[src/rtl/tt_chk_pkg.sv]
// Shared types and constants for the truth-table response checker.
// The FSM state enum, vector geometry and the MISR polynomial/seed live here
// so the checker, its signature sub-block and the bench agree on them.
package tt_chk_pkg;

  typedef enum logic [1:0] {
    IDLE    = 2'd0,
    COLLECT = 2'd1,
    CHECK   = 2'd2,
    DONE    = 2'd3
  } state_e;

  localparam int          VEC_W     = 4;
  localparam int          N_MIN     = 16;
  localparam logic [15:0] MISR_POLY = 16'h1021;
  localparam logic [15:0] MISR_SEED = 16'hFFFF;

  // One MISR step: shift left, fold in the polynomial on carry-out, xor the sample.
  function automatic logic [15:0] misr_next(input logic [15:0] cur,
                                            input logic [VEC_W:0] din);
    logic [15:0] nxt;
    nxt = {cur[14:0], 1'b0};
    if (cur[15]) nxt = nxt ^ MISR_POLY;
    nxt = nxt ^ {{(15 - VEC_W){1'b0}}, din};
    return nxt;
  endfunction

endpackage

[src/rtl/tt_chk_misr.sv]
// 16-bit multiple-input signature register over accepted {vec,o} samples.
// clr reseeds for a new run and takes priority over en; the value holds
// whenever neither is asserted.
module tt_chk_misr
  import tt_chk_pkg::*;
(
  input  logic             clk,
  input  logic             rst,
  input  logic             clr,
  input  logic             en,
  input  logic [VEC_W:0]   din,
  output logic [15:0]      sig
);

  logic [15:0] sig_q;
  logic [15:0] sig_d;

  // Next signature: reseed, step, or hold.
  always_comb begin
    sig_d = sig_q;
    if (clr)     sig_d = MISR_SEED;
    else if (en) sig_d = misr_next(sig_q, din);
  end

  // Signature register, zero out of reset.
  always_ff @(posedge clk or posedge rst) begin
    if (rst) sig_q <= 16'h0000;
    else     sig_q <= sig_d;
  end

  assign sig = sig_q;

endmodule

[config.mk]
export PLATFORM = sky130hd
export DESIGN_NAME = tt_chk_misr
export DESIGN_NICKNAME = d
export VERILOG_FILES = /design/src/rtl/tt_chk_pkg.sv /design/src/rtl/tt_chk_misr.sv
export SDC_FILE = /design/constraint.sdc
export NUM_CORES = 1
export LEC_CHECK = 0
export ABC_CLOCK_PERIOD_IN_PS = 890
export BUFFER_PORTS_ARGS = -buffer_cell sky130_fd_sc_hd__buf_2
export CAP_MARGIN = 0
export CORE_ASPECT_RATIO = 1.25
export CORE_MARGIN = 2
export CORE_UTILIZATION = 42
export DETAILED_ROUTE_END_ITERATION = 12
export PLACE_DENSITY = 0.71
export SLEW_MARGIN = 15
export SYNTH_ARGS = -nofsm -noshare
export SYNTH_HDL_FRONTEND = slang
export SYNTH_SLANG_ARGS = --single-unit
export TNS_END_PERCENT = 30
[constraint.sdc]
create_clock -name clk -period 0.89 [get_ports clk]
set_input_delay 0.089 -clock clk [delete_from_list [all_inputs] [get_ports clk]]
set_output_delay 0.089 -clock clk [all_outputs]
set_load 0.1 [all_outputs]
==> flow_metrics.env, run 1 <==
export IMPL_drt_iter0_drc=27
export IMPL_arrival_ns=1.11
export IMPL_drt_total_wl_um=2470
export IMPL_pwr_density_cell_nw_per_um2=1610
export IMPL_setup_violations=28
export IMPL_critical_path_required_ns=0.80
export IMPL_ys_seq_area_share_pct=55.0
export IMPL_synthCells=62
export IMPL_gp_congestion=0.781
export IMPL_vias_per_cell=5.59
export IMPL_h_tree_depth=1
export IMPL_grt_first_pass_wirelength_um=3720
export IMPL_diodes=0
export IMPL_track_usage_pct=28.6
export IMPL_fin_util_pct=92.0
export IMPL_clk_pin_slew_ns=0.10
export IMPL_synth_fp_nets=71
export IMPL_cts_inserted_buffers=3
export IMPL_hold_viol_final=0
export IMPL_startpoint_type="flip-flop"
export IMPL_drv_cap=0
export IMPL_wire_per_inst_um=19.3
export IMPL_cp_max_fo=4
export IMPL_synth_seq_cells=16
export IMPL_cts_num_sinks=16
export IMPL_ant_nets=0
export IMPL_syn_avg_cell_area_um2=11.7
export IMPL_grt_overflow_total=0
export IMPL_pwr_share_clk_pct=21.1
export IMPL_yosys_warnings=0
export IMPL_violations="setup timing"
export IMPL_drtPass1Iterations=4
export IMPL_fp_coreArea_um2=1600
export IMPL_period_share_pct=134
export IMPL_die_area_um2=2090
export IMPL_internal_power_uw=1480
export IMPL_drv_slew=0
export IMPL_critical_path_cell_chain="buf_12 -> buf_12"
export IMPL_cts_tree="built"
export IMPL_ir_drop_v=0.00168
export IMPL_drc=0
export IMPL_grt_pass1_vias=806
export IMPL_crit_type="reg -> out"
export IMPL_vias=715
export IMPL_clk_latency_ns=0.31
export IMPL_dpl_hpwl_um=1380
export IMPL_layout_drive_gt1_share_pct=73.6
export IMPL_antenna_found_initial=0
export IMPL_largest_register_ffs=16
export IMPL_synth_cell_type_count=12
export IMPL_area_delta_synth_final_pct=102
export IMPL_fin_area_um2=1470
export IMPL_multiInputGateArea_um2=319
export IMPL_initial_core_util_pct=45.5
export IMPL_worstSetupEndpointType="output port"
export IMPL_rsz0062_at_grt="yes"
export IMPL_timing_fmax_mhz=837
export IMPL_place_area_um2=1270
export IMPL_stdcell_count=128
export IMPL_numPortBuffers=24
export IMPL_io_pins=25
export IMPL_pwr_share_seq_pct=36.7
export IMPL_nFillCells=57
export IMPL_combPwrFrac_pct=42.2
export IMPL_max_slew_margin_pct=76.1
export IMPL_cp_common_cell="buf_12"
export IMPL_slowest_stage="dfrtp_4"
export IMPL_p_sw_uw=900
export IMPL_cellLeakagePower_uw=0.000629
export IMPL_fin_worst_skew_ns=0.00729
export IMPL_fin_nets=120
export IMPL_die_height_um=50.6
export IMPL_max_slew_worst_pin_slew_ns=0.359
export IMPL_synth_area_um2=728
export IMPL_slowest_delay_ns=0.50
export IMPL_root_buffer="clkbuf_4"
export IMPL_fin_crit_ns=1.20
export IMPL_die_w_um=41.2
export IMPL_holdCritPathClass="in -> reg"
export IMPL_setup_ws_ns=-0.305
export IMPL_clk_path_buf_depth=2
export IMPL_grt_max_degree=18
export IMPL_regArea_um2=448
export IMPL_row_count=16
export IMPL_outcome="complete, but fails checks"
export IMPL_dpl_cell_count=115
export IMPL_switching_share_pct=37.8
==> per-layer routing <==
| layer | vias up | GRT usage [%] | wire [um] |
|---|---|---|---|
| met5 | - | 0 | 0 |
| met1 | 366 | 30.3 | 879 |
| met3 | 11 | 10.2 | 114 |
| met4 | 0 | 18.3 | 116 |
| li1 | 312 | - | - |
| met2 | 26 | 45.1 | 1360 |
==> final timing paths <==
| path | start | endpoint | slack (ns) | cells past startpoint |
|---|---|---|---|---|
| setup / recovery | sig[15] | sig[15] | -0.31 | 2 |
| hold / removal | din[4] | sig[4] | 0.07 | 3 |
| setup reg to reg | sig[6] | sig[6] | -0.26 | 3 |
| hold reg to reg | sig[9] | sig[10] | 0.58 | 1 |
| max in group asynchronous | rst | sig[11] | 0.34 | 4 |
| min in group asynchronous | rst | sig[14] | 0.34 | 4 |
==> power by group through the flow <==
stage	logic (uW)	registers [uW]	clock network (uW)
CTS	986	869	508
finish	1000	874	502
floorplan	145	1250	0
detailed placement	899	883	0
global placement	883	878	0
global route	1040	880	547
==> timing repair <==
action / 4_1_cts / 5_1_grt
buffers inserted: 8 / 0
setup endpoints to repair: 29 / 30
hold buffers: 1 / 0
resized for setup: 18 / 3
hold endpoints to repair: 16 / 0
pin swaps: 4 / 0
gates cloned: 0 / 0
==> layout make-up <==
class	instances	share of cell area, %
Clock buffer	4	2.46
Timing Repair Buffer	49	43.7
Sequential cell	16	30.4
Tap cell	18	1.53
Multi-Input combinational cell	40	21.6
Inverter	1	0.255
==> cells by family after synthesis <==
| kind of cell | count (synthesis) | synth area share (%) |
|---|---|---|
| buf+inv | 6 | 6.18 |
| compound gates | 16 | 16.7 |
| flops | 16 | 55.0 |
| simple gates | 17 | 13.7 |
| xor+xnor | 7 | 8.42 |
==> per-stage QoR <==
stage | worst slack [ns] | hold WS (ns) | power, uW | TNS [ns]
after floorplan | -0.279 | 0.00263 | 1400 | -3.27
after global placement | -0.0807 | 0.0973 | 1760 | -0.794
after detailed placement | -0.112 | 0.130 | 1780 | -1.08
after CTS | -0.303 | 0.0552 | 2360 | -5.62
after global routing | -0.337 | 0.0800 | 2470 | -6.60
final | -0.305 | 0.0696 | 2380 | -5.80
==> worst max-delay path: cells and delay by family, from the launching register on <==
| family | cells | cell delay, ns |
|---|---|---|
| buffers and inverters | 2 | 0.29 |
| DFF | 1 | 0.50 |
==> cells in the final DEF, fill, tap and decap left out <==
master,instances
buf_2,8
nor2b_4,2
inv_1,1
buf_12,19
clkbuf_4,3
dlygate4sd3_1,1
nor3_2,2
nor2b_2,1
a211o_2,6
clkbuf_8,1
a211o_1,3
dfrtp_4,11
dfrtp_2,5
nor2b_1,7
buf_4,6
a21oi_1,6
nor3_1,5
xnor2_2,1
buf_6,15
xnor2_1,6
a21oi_2,1
==> synth_stat cells <==
master,instances,area [um2]
buf_8,1,15.0
nor3_1,7,35.0
a211o_2,6,60.1
nor2b_1,9,56.3
xnor2_1,7,61.3
nor2b_2,1,8.76
a21oi_1,7,35.0
buf_2,3,15.0
dfrtp_1,16,400
a211o_1,3,26.3
inv_1,1,3.75
buf_6,1,11.3
(Power assumes the default switching activity.)
==> run 2, diff against run 1 <==
- BUFFER_PORTS_ARGS: -buffer_cell sky130_fd_sc_hd__buf_2 -> default
- CORE_ASPECT_RATIO: 1.25 -> default
- CORE_UTILIZATION: 42 -> 52
- DONT_BUFFER_PORTS: default -> 1
- PLACE_DENSITY: 0.71 -> 0.7
==> run 2 against run 1 <==
  * The flow now stops in 4_1_cts
  * Area after synthesis unchanged
  * Synthesized cell count unchanged
==> flow_metrics.env, run 2 <==
export IMPL_synth_common_cells="dfrtp_1, nor2b_1, a21oi_1, nor3_1, xnor2_1"
export IMPL_synth_top_cell_area_share_pct=55.0
export IMPL_initial_core_util_pct=56.0
export IMPL_row_count=13
export IMPL_synth_fp_nets=71
export IMPL_cts_num_sinks=16
export IMPL_cts_inserted_buffers=3
export IMPL_cts_resized=49
export IMPL_cts_setup_buffers=6
export IMPL_synthCells=62
export IMPL_die_w_um=41.4
export IMPL_synth_cell_type_count=12
export IMPL_synthFlopType="dfrtp_1"
export IMPL_stop_stage="4_1_cts"
export IMPL_outcome="did not finish"
export IMPL_dpl_hpwl_um=1000
export IMPL_tool_error="[ERROR DPL-0033] detailed placement checks failed during check placement."
export IMPL_gp_congestion=0.647
export IMPL_synth_edf_count=0
export IMPL_synth_seq_cells=16
export IMPL_async_reset_ff_share_pct=100
export IMPL_yosys_warnings=0
export IMPL_clk_path_buf_depth=2
export IMPL_syn_avg_cell_area_um2=11.7
export IMPL_synth_area_leaders="dfrtp_1, xnor2_1, a211o_2"
export IMPL_yosysMostFrequentCell="dfrtp_1"
export IMPL_synth_area_um2=728
export IMPL_holdBufCountCts=7
export IMPL_yosys_area_top_type="dfrtp_1"
export IMPL_die_height_um=41.4
export IMPL_dpl_cell_count=91
export IMPL_root_buffer="clkbuf_4"
export IMPL_numPortBuffers=0
export IMPL_h_tree_depth=1
export IMPL_io_pins=25
export IMPL_ys_seq_area_share_pct=55.0
-- run 2: cell counts after synthesis --
No cell type changed its count.
-- run 2: kinds of logic after synthesis --
kind of cell | share of synthesized area (%)
AND/OR/NAND/NOR | 13.7
AO/OA/AOI/OAI | 16.7
flip-flops | 55.0
XOR/XNOR | 8.42
buffers and inverters | 6.18
-- run 2: per-stage QoR --
stage               cell area, um2  util, %  setup WS, ns
global placement               908     69.8       -0.0875
detailed placement             908     69.8        -0.116
floorplan                      776        -        -0.279
==> run 3, diff against run 2 <==
- ABC_CLOCK_PERIOD_IN_PS: 890 -> 1150
- CORE_AREA: default -> 2 2 63 65
- CORE_MARGIN: 2 -> default
- CORE_UTILIZATION: 52 -> default
- DIE_AREA: default -> 0 0 65 67
- PLACE_DENSITY: 0.7 -> default
- PLACE_DENSITY_LB_ADDON: default -> 0.15
- clock period: 0.89 -> 1.15 ns (I/O delays scaled with it)
==> run 3 against run 2 <==
  * The flow now finishes without violations
==> flow_metrics.env, run 3 (synthesis gave the netlist of run 1 again) <==
export IMPL_ant_nets=0
export IMPL_crit_type="reg -> out"
export IMPL_holdCritPathClass="in -> reg"
export IMPL_grt_pass1_vias=577
export IMPL_slowest_stage="dfrtp_4"
export IMPL_outcome="complete, no violations"
export IMPL_worstSetupEndpointType="output port"
export IMPL_die_height_um=67
export IMPL_drv_cap=0
export IMPL_pre_cts_ws_ns=0.165
export IMPL_critical_path_required_ns=1.03
export IMPL_setup_worst_path_end="sig[6]"
export IMPL_cts_setup_buffers=0
export IMPL_max_slew_margin_pct=72.8
export IMPL_vias_per_cell=4.22
export IMPL_hold_viol_final=0
export IMPL_fp_coreArea_um2=3610
export IMPL_cts_inserted_buffers=3
export IMPL_timing_fmax_mhz=921
export IMPL_die_w_um=65
export IMPL_cts_tree="built"
export IMPL_dpl_hpwl_um=1080
export IMPL_slowest_delay_ns=0.48
export IMPL_drv_slew=0
export IMPL_cp_max_fo=3
export IMPL_critPathLaunch="sig[6]"
export IMPL_grt_overflow_total=0
export IMPL_cellLeakagePower_uw=0.000350
export IMPL_grt_first_pass_wirelength_um=2870
export IMPL_root_buffer="clkbuf_8"
export IMPL_period_share_pct=94.4
export IMPL_ir_drop_v=0.000805
export IMPL_final_common_cell="buf_4"
export IMPL_antenna_found_initial=0
export IMPL_numPortBuffers=0
export IMPL_wire_per_inst_um=13.3
export IMPL_drtPass1Iterations=2
export IMPL_drt_iter0_drc=12
export IMPL_rr_endpoint="sig[15]"
export IMPL_internal_power_uw=985
export IMPL_h_tree_depth=1
export IMPL_fin_nets=91
export IMPL_pwr_density_cell_nw_per_um2=1610
export IMPL_layout_drive_gt1_share_pct=51.9
export IMPL_p_sw_uw=607
export IMPL_clk_path_buf_depth=2
export IMPL_fin_worst_skew_ns=0.00589
export IMPL_crit_family="flip-flops"
export IMPL_setup_tns_ns=0
export IMPL_drt_total_wl_um=1720
export IMPL_setup_violations=0
export IMPL_largest_register_ffs=16
export IMPL_die_area_um2=4360
export IMPL_place_area_um2=913
export IMPL_cts_num_sinks=16
export IMPL_fin_crit_ns=1.09
export IMPL_grt_max_degree=19
export IMPL_combPwrFrac_pct=31.3
export IMPL_track_usage_pct=8.76
export IMPL_arrival_ns=0.97
export IMPL_io_pins=25
export IMPL_vias=545
export IMPL_rsz0062_at_grt="no"
export IMPL_critical_path_cell_chain="buf_4"
export IMPL_hold_ws_ns=0.0357
export IMPL_pwr_share_seq_pct=41.1
export IMPL_fin_util_pct=27.4
export IMPL_area_delta_synth_final_pct=35.7
export IMPL_drc=0
export IMPL_row_count=22
export IMPL_startpoint_type="flip-flop"
export IMPL_setup_ws_ns=0.0639
export IMPL_switching_share_pct=38.1
export IMPL_fin_area_um2=988
export IMPL_rrSetupSlack_ns=0.17
export IMPL_initial_core_util_pct=20.2
export IMPL_clk_latency_ns=0.25
export IMPL_path_depth=1
export IMPL_critPathBufInv=1
export IMPL_max_slew_worst_pin_slew_ns=0.406
export IMPL_gp_congestion=0.631
export IMPL_final_cell_mix="buf_4, dfrtp_2, nor2b_1"
export IMPL_reg2reg_depth=2
export IMPL_clk_pin_slew_ns=0.07
export IMPL_diodes=0
export IMPL_pwr_share_clk_pct=27.6
export IMPL_worstReg2RegStart="sig[15]"
-- run 3: worst min-delay path by stage --
stage,startpoint,slack [ns],cells after the start,to
after global placement,rst,0.03,2,sig[3]
after detailed placement,rst,0.04,2,sig[3]
after CTS,en,0.03,2,sig[2]
after floorplan,rst,0.03,1,sig[12]
after global routing,en,0.03,2,sig[4]
final,en,0.04,2,sig[4]
-- run 3: stage by stage --
stage	total power (uW)	std cells
floorplan	1070	62
global placement	1150	122
detailed placement	1150	122
CTS	1620	129
global route	1660	129
finish	1590	129
-- run 3: per-layer routing --
| layer | vias up | GRT usage, % | routed length (um) |
|---|---|---|---|
| met5 | - | 0 | 0 |
| met4 | 0 | 0.798 | 0 |
| met3 | 0 | 4.05 | 117 |
| met2 | 19 | 13.5 | 758 |
| met1 | 277 | 11.5 | 844 |
| li1 | 249 | - | - |
-- run 3: final cells by class --
| class | count | area (um2) |
|---|---|---|
| Clock buffer | 4 | 45.0 |
| Fill cell | 385 | 2620 |
| Inverter | 1 | 3.75 |
| Multi-Input combinational cell | 40 | 283 |
| Sequential cell | 16 | 427 |
| Tap cell | 48 | 60.1 |
| Timing Repair Buffer | 20 | 170 |
-- run 3: power by group through the flow --
stage	clock [uW]	combinational [uW]	sequential (uW)
global route	483	521	661
global placement	0	486	664
detailed placement	0	485	666
floorplan	0	112	957
finish	439	499	654
CTS	456	504	655
-- run 3: repair_timing --
action / CTS / global route
hold buffers: 3 / 0
resized for setup: 0 / 0
hold endpoints to repair: 25 / 0
==> run 4, diff against run 3 <==
- PLACE_DENSITY: default -> 0.3
- PLACE_DENSITY_LB_ADDON: 0.15 -> default
==> run 4 against run 3 <==
  * Sequential cell count unchanged
  * Fmax is 1.0% lower
  * Total power grew 4.1%
  * Clock power is 14% higher
  * Combinational power is 0.8% higher
==> flow_metrics.env, run 4 (synthesis gave the netlist of run 1 again) <==
export IMPL_outcome="complete, no violations"
export IMPL_drv_cap=0
export IMPL_period_share_pct=95.4
export IMPL_cellLeakagePower_uw=0.000361
export IMPL_p_sw_uw=612
export IMPL_fp_coreArea_um2=3610
export IMPL_cts_tree="built"
export IMPL_nFillCells=387
export IMPL_drc=0
export IMPL_pre_cts_ws_ns=0.162
export IMPL_switching_share_pct=36.9
export IMPL_setup_ws_ns=0.0530
export IMPL_vias=549
export IMPL_dpl_hpwl_um=1110
export IMPL_final_cell_mix="buf_4, dfrtp_2, nor2b_1"
export IMPL_slowest_stage="dfrtp_2"
export IMPL_setup_tns_ns=0
export IMPL_row_count=22
export IMPL_critPathBufInv=1
export IMPL_rrSetupSlack_ns=0.16
export IMPL_pwr_share_seq_pct=39.4
export IMPL_clk_latency_ns=0.25
export IMPL_setup_violations=0
export IMPL_area_delta_synth_final_pct=38.5
export IMPL_die_height_um=67
export IMPL_drtPass1Iterations=4
export IMPL_antenna_found_initial=0
export IMPL_diodes=0
export IMPL_fin_worst_skew_ns=0.00262
export IMPL_layout_drive_gt1_share_pct=52.4
export IMPL_critical_path_cell_chain="buf_4"
export IMPL_wire_per_inst_um=14.6
export IMPL_cts_resized=0
export IMPL_h_tree_depth=1
export IMPL_power_uw=1660
export IMPL_grt_pass1_vias=530
export IMPL_startpoint_type="flip-flop"
export IMPL_hold_viol_final=0
export IMPL_fin_crit_ns=1.10
export IMPL_ant_nets=0
export IMPL_cp_max_fo=5
export IMPL_pwr_density_cell_nw_per_um2=1640
export IMPL_ir_drop_v=0.000545
export IMPL_max_slew_margin_pct=71.1
export IMPL_internal_power_uw=1050
export IMPL_clk_path_buf_depth=2
export IMPL_critical_path_required_ns=1.03
export IMPL_numPortBuffers=0
export IMPL_drt_iter0_drc=34
export IMPL_largest_register_ffs=16
export IMPL_crit_type="reg -> out"
export IMPL_worstSetupEndpointType="output port"
export IMPL_fin_nets=92
export IMPL_crit_family="flip-flops"
export IMPL_die_area_um2=4360
export IMPL_holdCritPathClass="in -> reg"
export IMPL_arrival_ns=0.98
export IMPL_gp_congestion=0.589
export IMPL_track_usage_pct=9.22
export IMPL_root_buffer="clkbuf_8"
export IMPL_cts_num_sinks=16
export IMPL_rsz0062_at_grt="no"
export IMPL_clk_pin_slew_ns=0.07
export IMPL_initial_core_util_pct=20.2
export IMPL_drv_slew=0
export IMPL_max_slew_worst_pin_slew_ns=0.432
export IMPL_grt_first_pass_wirelength_um=2860
export IMPL_pwr_share_clk_pct=30.3
export IMPL_grt_max_degree=20
export IMPL_final_common_cell="buf_4"
export IMPL_vias_per_cell=4.22
export IMPL_timing_fmax_mhz=912
export IMPL_drt_total_wl_um=1900
export IMPL_slowest_delay_ns=0.42
export IMPL_io_pins=25
export IMPL_combPwrFrac_pct=30.3
export IMPL_grt_overflow_total=0
export IMPL_hold_ws_ns=0.0270
export IMPL_cts_inserted_buffers=3
export IMPL_die_w_um=65
## run 4: per-stage QoR
| stage | std cells | area (um2) | utilization [%] |
|---|---|---|---|
| 2_1_floorplan | 62 | 754 | - |
| 3_3_place_gp | 122 | 913 | 25.3 |
| 3_5_place_dp | 122 | 913 | 25.3 |
| 4_1_cts | 130 | 1010 | 28.0 |
| 5_1_grt | 130 | 1010 | 28.0 |
| 6_report | 130 | 1010 | 28.0 |
## run 4: cell type report
cell class | instances | area [um2] | share of cell area (%)
sequential | 16 | 427 | 42.3
inverter | 1 | 3.75 | 0.372
multi-input combinational | 40 | 283 | 28.0
timing repair buffer | 21 | 180 | 17.9
tap | 48 | 60.1 | 5.96
clock buffer | 4 | 55.1 | 5.46
## run 4: repair_timing
action | CTS | global route
setup buffers | 0 | 0
hold buffers | 4 | 0
endpoints found under the setup margin | 0 | 0
hold endpoints to repair | 25 | 0
## run 4: power groups by stage
stage	Combinational [uW]	Sequential (uW)	Clock, uW
after global routing	525	659	541
after global placement	485	664	0
final	503	653	502
after floorplan	112	957	0
after CTS	508	654	522
after detailed placement	485	665	0
## run 4: worst paths after layout
| check | from | to | cells past startpoint |
|---|---|---|---|
| setup reg to reg | sig[15] | sig[15] | 2 |
| hold / removal | en | sig[3] | 2 |
| min in group asynchronous | rst | sig[10] | 3 |
| max in group asynchronous | rst | sig[6] | 3 |
| setup / recovery | sig[15] | sig[15] | 1 |
| hold reg to reg | sig[9] | sig[10] | 1 |
## run 4: per-layer routing
| metal | global-route usage (%) | routed length, um | up-vias |
|---|---|---|---|
| li1 | - | - | 255 |
| met1 | 12.6 | 990 | 270 |
| met2 | 13.1 | 771 | 20 |
| met3 | 2.53 | 113 | 4 |
| met4 | 4.79 | 26 | 0 |
| met5 | 0 | 0 | - |
